### config.mk
export PLATFORM = sky130hd
export DESIGN_NAME = memory_writer_flat
export DESIGN_NICKNAME = d
export VERILOG_FILES = /design/src/rtl/memory_writer_if.sv /design/src/rtl/memory_writer.sv /design/src/flat_wrapper.sv
export SDC_FILE = /design/constraint.sdc
export NUM_CORES = 1
export LEC_CHECK = 0
export ABC_AREA = 1
export CAP_MARGIN = 40
export CORE_MARGIN = 2
export CORE_UTILIZATION = 38
export DETAILED_ROUTE_END_ITERATION = 7
export PLACE_DENSITY = 0.85
export SYNTH_ARGS = -nofsm -noshare
export SYNTH_HDL_FRONTEND = slang
export SYNTH_SLANG_ARGS = --single-unit
### constraint.sdc
create_clock -name clk -period 2.6 [get_ports clk]
set_clock_uncertainty 0.2 [all_clocks]
set_input_delay 0.52 -clock clk [delete_from_list [all_inputs] [get_ports clk]]
set_output_delay 0.52 -clock clk [all_outputs]
set_load 0.01 [all_outputs]
### src/rtl/memory_writer_if.sv
// Stream sink, RAM write port and status bundle for memory_writer.
// The slave modport is the writer's view; the master modport is the producer/consumer view.
interface memory_writer_if #(
    parameter int ADDR_W = 13,
    parameter int DATA_W = 32
);
    logic              memory_writer_arm;
    logic [ADDR_W-1:0] memory_writer_writeaddress;
    logic              memory_writer_write;
    logic [DATA_W-1:0] memory_writer_writedata;
    logic [1:0]        memory_writer_status;
    logic [13:0]       memory_writer_count;
    logic              memory_writer_error;
    logic              memory_writer_done;
    logic [DATA_W-1:0] memory_writer_sink_data;
    logic              memory_writer_sink_valid;
    logic              memory_writer_sink_sop;
    logic              memory_writer_sink_eop;
    logic              memory_writer_sink_ready;

    modport slave (
        input  memory_writer_arm,
        input  memory_writer_sink_data,
        input  memory_writer_sink_valid,
        input  memory_writer_sink_sop,
        input  memory_writer_sink_eop,
        output memory_writer_writeaddress,
        output memory_writer_write,
        output memory_writer_writedata,
        output memory_writer_status,
        output memory_writer_count,
        output memory_writer_error,
        output memory_writer_done,
        output memory_writer_sink_ready
    );

    modport master (
        output memory_writer_arm,
        output memory_writer_sink_data,
        output memory_writer_sink_valid,
        output memory_writer_sink_sop,
        output memory_writer_sink_eop,
        input  memory_writer_writeaddress,
        input  memory_writer_write,
        input  memory_writer_writedata,
        input  memory_writer_status,
        input  memory_writer_count,
        input  memory_writer_error,
        input  memory_writer_done,
        input  memory_writer_sink_ready
    );
endinterface

### src/rtl/memory_writer.sv
// Captures one sop/eop-framed stream packet into RAM words 0..DEPTH-1 once armed,
// reporting word count, a sticky length error and a done pulse.
module memory_writer #(
    parameter int DEPTH  = 1024,
    parameter int ADDR_W = 13,
    parameter int DATA_W = 32
) (
    input  logic            clk,
    input  logic            rst,
    memory_writer_if.slave  bus
);
    typedef enum logic [1:0] {
        IDLE     = 2'd0,
        WAIT_SOP = 2'd1,
        RECEIVE  = 2'd2,
        FLUSH    = 2'd3
    } state_t;

    localparam logic [13:0] DEPTH_C = 14'(DEPTH);

    state_t      r_state;
    logic [13:0] r_count;
    logic        r_error;
    logic        r_done;

    state_t            w_state_next;
    logic [13:0]       w_count_next;
    logic [13:0]       w_count_inc;
    logic              w_error_next;
    logic              w_done_next;
    logic              w_ready;
    logic              w_accept;
    logic              w_write;
    logic [ADDR_W-1:0] w_addr;

    assign w_ready     = (r_state != IDLE);
    assign w_accept    = bus.memory_writer_sink_valid & w_ready;
    assign w_count_inc = r_count + 14'd1;

    always_comb begin
        w_state_next = r_state;
        w_count_next = r_count;
        w_error_next = r_error;
        w_done_next  = 1'b0;
        w_write      = 1'b0;
        w_addr       = '0;
        case (r_state)
            IDLE: begin
                if (bus.memory_writer_arm) begin
                    w_state_next = WAIT_SOP;
                    w_count_next = '0;
                    w_error_next = 1'b0;
                end
            end
            WAIT_SOP: begin
                if (w_accept && bus.memory_writer_sink_sop) begin
                    w_write      = 1'b1;
                    w_count_next = 14'd1;
                    if (bus.memory_writer_sink_eop) begin
                        w_state_next = IDLE;
                        w_done_next  = 1'b1;
                        w_error_next = (DEPTH != 1);
                    end else begin
                        w_state_next = RECEIVE;
                    end
                end
            end
            RECEIVE: begin
                if (w_accept) begin
                    // A fresh sop restarts the frame at word 0 even after overflow.
                    if (bus.memory_writer_sink_sop) begin
                        w_error_next = 1'b1;
                        w_write      = 1'b1;
                        w_count_next = 14'd1;
                        if (bus.memory_writer_sink_eop) begin
                            w_state_next = IDLE;
                            w_done_next  = 1'b1;
                        end
                    end else if (r_count == DEPTH_C) begin
                        w_error_next = 1'b1;
                        if (bus.memory_writer_sink_eop) begin
                            w_state_next = IDLE;
                            w_done_next  = 1'b1;
                        end else begin
                            w_state_next = FLUSH;
                        end
                    end else begin
                        w_write      = 1'b1;
                        w_addr       = ADDR_W'(r_count);
                        w_count_next = w_count_inc;
                        if (bus.memory_writer_sink_eop) begin
                            w_state_next = IDLE;
                            w_done_next  = 1'b1;
                            if (w_count_inc != DEPTH_C) begin
                                w_error_next = 1'b1;
                            end
                        end
                    end
                end
            end
            FLUSH: begin
                if (w_accept && bus.memory_writer_sink_eop) begin
                    w_state_next = IDLE;
                    w_done_next  = 1'b1;
                end
            end
            default: w_state_next = IDLE;
        endcase
    end

    always_ff @(posedge clk) begin
        if (rst) begin
            r_state <= IDLE;
            r_count <= '0;
            r_error <= 1'b0;
            r_done  <= 1'b0;
        end else begin
            r_state <= w_state_next;
            r_count <= w_count_next;
            r_error <= w_error_next;
            r_done  <= w_done_next;
        end
    end

    assign bus.memory_writer_write        = w_write;
    assign bus.memory_writer_writeaddress = w_write ? w_addr : '0;
    assign bus.memory_writer_writedata    = w_write ? bus.memory_writer_sink_data : '0;
    assign bus.memory_writer_status       = r_state;
    assign bus.memory_writer_count        = r_count;
    assign bus.memory_writer_error        = r_error;
    assign bus.memory_writer_done         = r_done;
    assign bus.memory_writer_sink_ready   = w_ready;
endmodule

### src/flat_wrapper.sv
// flat-port wrapper written by rule: the top's interface ports become plain ports
module memory_writer_flat 
#(
    parameter int DEPTH  = 1024,
    parameter int ADDR_W = 13,
    parameter int DATA_W = 32
)
  (clk, rst, bus_memory_writer_arm, bus_memory_writer_sink_data, bus_memory_writer_sink_valid, bus_memory_writer_sink_sop, bus_memory_writer_sink_eop, bus_memory_writer_writeaddress, bus_memory_writer_write, bus_memory_writer_writedata, bus_memory_writer_status, bus_memory_writer_count, bus_memory_writer_error, bus_memory_writer_done, bus_memory_writer_sink_ready);
  memory_writer_if #(.ADDR_W(ADDR_W), .DATA_W(DATA_W)) bus_i ();
  input  logic clk;
  input  logic rst;
  input wire logic [$bits(bus_i.memory_writer_arm)-1:0] bus_memory_writer_arm;
  input wire logic [$bits(bus_i.memory_writer_sink_data)-1:0] bus_memory_writer_sink_data;
  input wire logic [$bits(bus_i.memory_writer_sink_valid)-1:0] bus_memory_writer_sink_valid;
  input wire logic [$bits(bus_i.memory_writer_sink_sop)-1:0] bus_memory_writer_sink_sop;
  input wire logic [$bits(bus_i.memory_writer_sink_eop)-1:0] bus_memory_writer_sink_eop;
  output wire logic [$bits(bus_i.memory_writer_writeaddress)-1:0] bus_memory_writer_writeaddress;
  output wire logic [$bits(bus_i.memory_writer_write)-1:0] bus_memory_writer_write;
  output wire logic [$bits(bus_i.memory_writer_writedata)-1:0] bus_memory_writer_writedata;
  output wire logic [$bits(bus_i.memory_writer_status)-1:0] bus_memory_writer_status;
  output wire logic [$bits(bus_i.memory_writer_count)-1:0] bus_memory_writer_count;
  output wire logic [$bits(bus_i.memory_writer_error)-1:0] bus_memory_writer_error;
  output wire logic [$bits(bus_i.memory_writer_done)-1:0] bus_memory_writer_done;
  output wire logic [$bits(bus_i.memory_writer_sink_ready)-1:0] bus_memory_writer_sink_ready;
  assign bus_i.memory_writer_arm = bus_memory_writer_arm;
  assign bus_i.memory_writer_sink_data = bus_memory_writer_sink_data;
  assign bus_i.memory_writer_sink_valid = bus_memory_writer_sink_valid;
  assign bus_i.memory_writer_sink_sop = bus_memory_writer_sink_sop;
  assign bus_i.memory_writer_sink_eop = bus_memory_writer_sink_eop;
  assign bus_memory_writer_writeaddress = bus_i.memory_writer_writeaddress;
  assign bus_memory_writer_write = bus_i.memory_writer_write;
  assign bus_memory_writer_writedata = bus_i.memory_writer_writedata;
  assign bus_memory_writer_status = bus_i.memory_writer_status;
  assign bus_memory_writer_count = bus_i.memory_writer_count;
  assign bus_memory_writer_error = bus_i.memory_writer_error;
  assign bus_memory_writer_done = bus_i.memory_writer_done;
  assign bus_memory_writer_sink_ready = bus_i.memory_writer_sink_ready;
  memory_writer #(.DEPTH(DEPTH), .ADDR_W(ADDR_W), .DATA_W(DATA_W)) u_core (.clk(clk), .rst(rst), .bus(bus_i));
endmodule
# Word-level counts from Yosys, hierarchy flattened
# Cells that the tools add are included.
# op_classes
reduce_logical	8
n_mux	41
n_bitwise	1
addsub	1
eq_ne	13
# op_table
op	n
$mux 14	5
$mux 13	5
$pmux 14 s3	1
$mux 32	1
$mux 2	9
$mux 1	16
$add 14x1->14 const B	1
$eq 14x11->1 const B	1
$ne 14x11->1 const B	1
$pmux 2 s4	1
$reduce_and 7->1	1
$ne 2x1->1 const B	3
$pmux 1 s3	2
$reduce_and 5->1	1
$eq 2x2->1 const B	2
$ne 2x2->1 const B	2
$ne 4x2->1 const B	1
$ne 4x3->1 const B	1
$reduce_and 4->1	1
$ne 3x3->1 const B	1
$reduce_bool 3->1	1
$eq 2x1->1 const B	1
$logic_and 1x1->1	2
$logic_not 2->1	1
3 further kinds	3
# totals
regBits	18
input_bits	38
output_inout_bits	65
word_cells	68

# Longest topological paths before layout
# logic_depth
depth_word	8
ltp_mapped	15
ltp_nobuf	15

# Worst setup path after synthesis
# OpenSTA, ideal clock, no wires.
# synth_timing
path_type	register -> output
from	reg u_core.r_count[0] (netlist: u_core.bus.memory_writer_count[0])
to	out bus_memory_writer_writeaddress[10]
n_path_buf	1
t_required_ps	1880
stages_incl_launch_ff	11
t_arrival_ps	1773
path_slack_ps	107
cell_sequence	dfxtp_1 inv_1 ha_1 nand4_1 nor4_2 nand2_2 o21ai_1 a21oi_2 nand3_2 buf_4 nor2_1
# synth_between
elab_chain_len	6
word_cells_on_any_way	10
cone_classes	1 x eq/ne; 9 x mux
# synth_rtl
item	line	text
start, declared	memory_writer.sv:22	logic [13:0] r_count;
start signal, assigned	memory_writer.sv:119	r_count <= w_count_next;
$eq 14x11->1	memory_writer.sv:79	end else if (r_count == DEPTH_C) begin
$mux 1	memory_writer.sv:79	
$mux 1	memory_writer.sv:71	if (bus.memory_writer_sink_sop) begin
$mux 1	memory_writer.sv:69	if (w_accept) begin
$pmux 1 s2	memory_writer.sv:47	case (r_state)
net bus_memory_writer_write	flat_wrapper.sv:18	output wire logic [$bits(bus_i.memory_writer_write)-1:0] bus_memory_writer_write;
$mux 13	memory_writer.sv:126	assign bus.memory_writer_writeaddress = w_write ? w_addr : '0;
end, declared	flat_wrapper.sv:17	output wire logic [$bits(bus_i.memory_writer_writeaddress)-1:0] bus_memory_writer_writeaddress;
# The timed path passes the listed nets, and every way through them passes these cells.

# Worst setup path in the final report
# layout_timing
from	reg u_core.r_count[0] (netlist: u_core.bus.memory_writer_count[0])
to	out bus_memory_writer_writeaddress[6]
# layout_between
elab_chain_len	6
word_cells_on_any_way	10
cone_classes	1 x eq/ne; 9 x mux
# layout_rtl
item	line
$eq 14x11->1 *	memory_writer.sv:79
$mux 1 / $mux 13 (equally long branches)	memory_writer.sv:79
$mux 1 / $mux 13 (equally long branches)	memory_writer.sv:71
$mux 1 / $mux 13 (equally long branches)	memory_writer.sv:69
$pmux 1 s2 / $mux 13 (equally long branches)	memory_writer.sv:47
$mux 13 *	memory_writer.sv:126
# Mark *: on every way between the ends. The rest lies on a longest branch, timed or not.

==> impl_metrics.py <==
metrics = {
    "synthesis": {
        "yosysUniqueCellTypes": 32,
        "synth_ff_type": "dfxtp_1",
        "netlist_area_mm2": 0.00171,
        "avgSynthCellArea_um2": 5.73,
        "synth_edf_count": 0,
        "synth_top_area_cell": "dfxtp_1",
        "synth_nets": 343,
        "synth_sequential_area_ratio_pct": 21.1,
        "netlist_instances": 298,
        "synth.top_cell.area_share_pct": 21.1,
        "synth-seq-cells": 18,
        "synthTopCellsByArea": "dfxtp_1, nand2_1, nor2_1, inv_1, ha_1",
        "ys_warn_count": 0,
        "async_flop_share_pct": 0,
    },
    "worst_hold_path": {
        "hp-class": "reg2reg",
        "holdPathStages": 2,
    },
    "setup_path": {
        "critical_path_arrival_ns": 2.06,
        "cp-start-kind": "register",
        "cp_cell_sequence": "inv_2 > ha_4 > nand4_1 > nor4_4 > nand2_2 > o21ai_2 > a21oi_4 > buf_6 > nand3_4 > buf_6 > nor2_1 > buf_2",
        "crit_path_max_incr_delay_ns": 0.33,
        "slowest_stage": "dfxtp_2",
        "crit_fanout": 5,
        "reg2reg_depth": 12,
        "crit_path_end_kind": "output port",
        "worstPathRequired_ns": 1.88,
        "critPathKind": "reg2out",
        "crit_path_frequent_cell": "buf_6",
    },
    "final_layout": {
        "drive_gt1_share_pct": 36.0,
        "finalNonFillerCells": 502,
        "final_cell_mix": "nand2_1, inv_1, clkdlybuf4s50_1",
        "syn_to_final_growth_pct": 95.6,
        "nNetsFinal": 496,
        "final_common_cell": "nand2_1",
        "antenna_cells": 0,
    },
    "route": {
        "num_vias": 2489,
        "drcViolationCount": 0,
        "drt_wl_total_mm": 7.41,
        "ant_nets": 0,
        "drt_iter0_markers": 161,
        "via_per_inst": 4.96,
        "first_pass_iters": 5,
        "wl_per_cell_um": 14.8,
    },
    "placed_design": {
        "portBuffers": 102,
        "place_inst": 487,
        "gp_congestion": 0.904,
        "hpwl_mm": 5.10,
    },
    "clock_network": {
        "cts.clk_slew.worst_paths_ns": 0.07,
        "insertion_delay_ns": 0.26,
        "root_buffer": "clkbuf_8",
        "htree_levels": 1,
        "cts-buffers-inserted": 3,
        "cts_tree": "yes",
        "clkSinkCount": 18,
        "holdBufCountCts": 0,
        "clockBufferDepth": 2,
    },
    "floorplanning": {
        "coreArea_mm2": 0.00435,
        "start_util_pct": 39.2,
        "dieWidth_um": 71.0,
        "rows": 24,
        "die-area_mm2": 0.00505,
        "pin_count": 103,
        "fp.dieH_um": 71.0,
    },
    "sta": {
        "fmax_mhz": 359,
        "final_hold_viol_count": 0,
        "worst_slew_pin_slew_ns": 0.357,
        "slew_violations": 0,
        "rsz0062_at_grt": "true",
        "setup_violations": 46,
        "period_share_pct": 107,
        "worst_slack_ns": -0.182,
        "layout_min_cycle_time_ns": 2.78,
        "worst_hold_slack_ns": 0.303,
        "max_slew_margin_pct": 76.2,
    },
    "grt": {
        "grt_util_all_layers_pct": 26.5,
        "grt_antenna_before_repair": 0,
        "grt_pass1_wl_mm": 10.9,
        "grt_overflow_total": 0,
        "grt_max_degree": 11,
        "grt_pass1_vias": 2421,
    },
    "run_status": {
        "violations": "negative setup slack",
        "outcome": "finished with violations",
    },
    "flow_run": {
        "max-cap-violations": 0,
    },
    "power": {
        "power_density_mw_per_mm2": 277,
        "p_leak_nw": 1.55,
        "power_mw": 0.926,
        "peakVddDrop_v": 0.000277,
    },
}
-- path summary, 6_finish.rpt --
check | start | end | slack (ns)
worst max-delay path | u_core.bus.memory_writer_count[0]$_SDFFE_PP0P_ | bus_memory_writer_writeaddress[6] | -0.18
worst min-delay path | u_core.bus.memory_writer_error$_SDFFE_PP0P_ | u_core.bus.memory_writer_error$_SDFFE_PP0P_ | 0.30
worst max register to register | u_core.bus.memory_writer_status[0]$_SDFFE_PP0P_ | u_core.bus.memory_writer_count[8]$_SDFFE_PP0P_ | 0.32
worst min register to register | u_core.bus.memory_writer_error$_SDFFE_PP0P_ | u_core.bus.memory_writer_error$_SDFFE_PP0P_ | 0.30
-- timing repair --
item	in CTS	in global routing
cloned	3	0
buffers inserted	6	3
endpoints found under the setup margin	46	46
endpoints found under the hold margin	0	0
pin swaps	5	3
resized for setup	213	59
-- per-layer routing --
layer	GRT usage, %	share of wire (%)	wire length (um)
met1	27.1	37	2740
met2	53.8	54	3990
met3	4.84	6.9	509
met4	7.34	2.3	171
met5	0	0	0
-- synth_stat cells (2+ instances only) --
library cell,number
nand4_1,5
buf_4,4
dfxtp_1,18
nor2_1,64
nor3_1,3
xor2_1,2
nand2_1,68
nand2_2,4
ha_1,7
a21oi_1,15
nor2_2,2
nand3_2,6
inv_1,58
a21oi_2,3
nand3_1,14
inv_2,2
o21ai_0,8
-- state kept, by name (all words and copies together), names as in the netlist --
name	flops
u_core.bus.memory_writer_error	1
u_core.bus.memory_writer_count	14
u_core.bus.memory_writer_done	1
u_core.bus.memory_writer_status	2
-- metrics by stage --
step | TNS, ns | cell area, um^2 | utilization (%) | worst slack (ns)
detailed placement | -24.28 | 3060 | 70.3 | -0.589
global route | -5.96 | 3340 | 76.7 | -0.219
global placement | -23.01 | 3060 | 70.3 | -0.577
finish | -4.49 | 3340 | 76.7 | -0.182
floorplan | 0 | 1710 | - | 0.107
CTS | -10.66 | 3130 | 71.8 | -0.295
-- layout make-up --
class / instances / area (um^2)
Clock buffer: 4 / 55.1
Tap cell: 52 / 65.1
Fill cell: 300 / 1010
Multi-Input combinational cell: 211 / 1250
Timing Repair inverter: 3 / 41.3
Timing Repair Buffer: 153 / 1330
Sequential cell: 18 / 364
Inverter: 61 / 238
-- critical path, delay by kind of cell, from the launching register on --
| family | cells | cell delay (ns) |
|---|---|---|
| buffers and inverters | 4 | 0.48 |
| AO/OA/AOI/OAI | 2 | 0.27 |
| AND/OR/NAND/NOR | 5 | 0.60 |
| flip-flops | 1 | 0.33 |
| adder cells (fa/ha/maj) | 1 | 0.13 |
-- report_power, final --
| part | switching [mW] | internal, mW |
|---|---|---|
| Combinational | 0.192 | 0.197 |
| Clock | 0.106 | 0.135 |
| Sequential | 0.00755 | 0.288 |
| Total | 0.305 | 0.621 |
-- logic make-up (layout without fill, tap and decap cells) --
kind of cell | count (synthesis) | count (layout) | share of synthesized area, %
xor+xnor | 2 | 2 | 1.03
flops | 18 | 18 | 21.1
fa+ha+maj | 7 | 7 | 5.13
compound gates | 30 | 30 | 10.0
simple gates | 172 | 172 | 46.1
buf+inv | 69 | 221 | 16.6
Power figures use the tool's default switching activity.
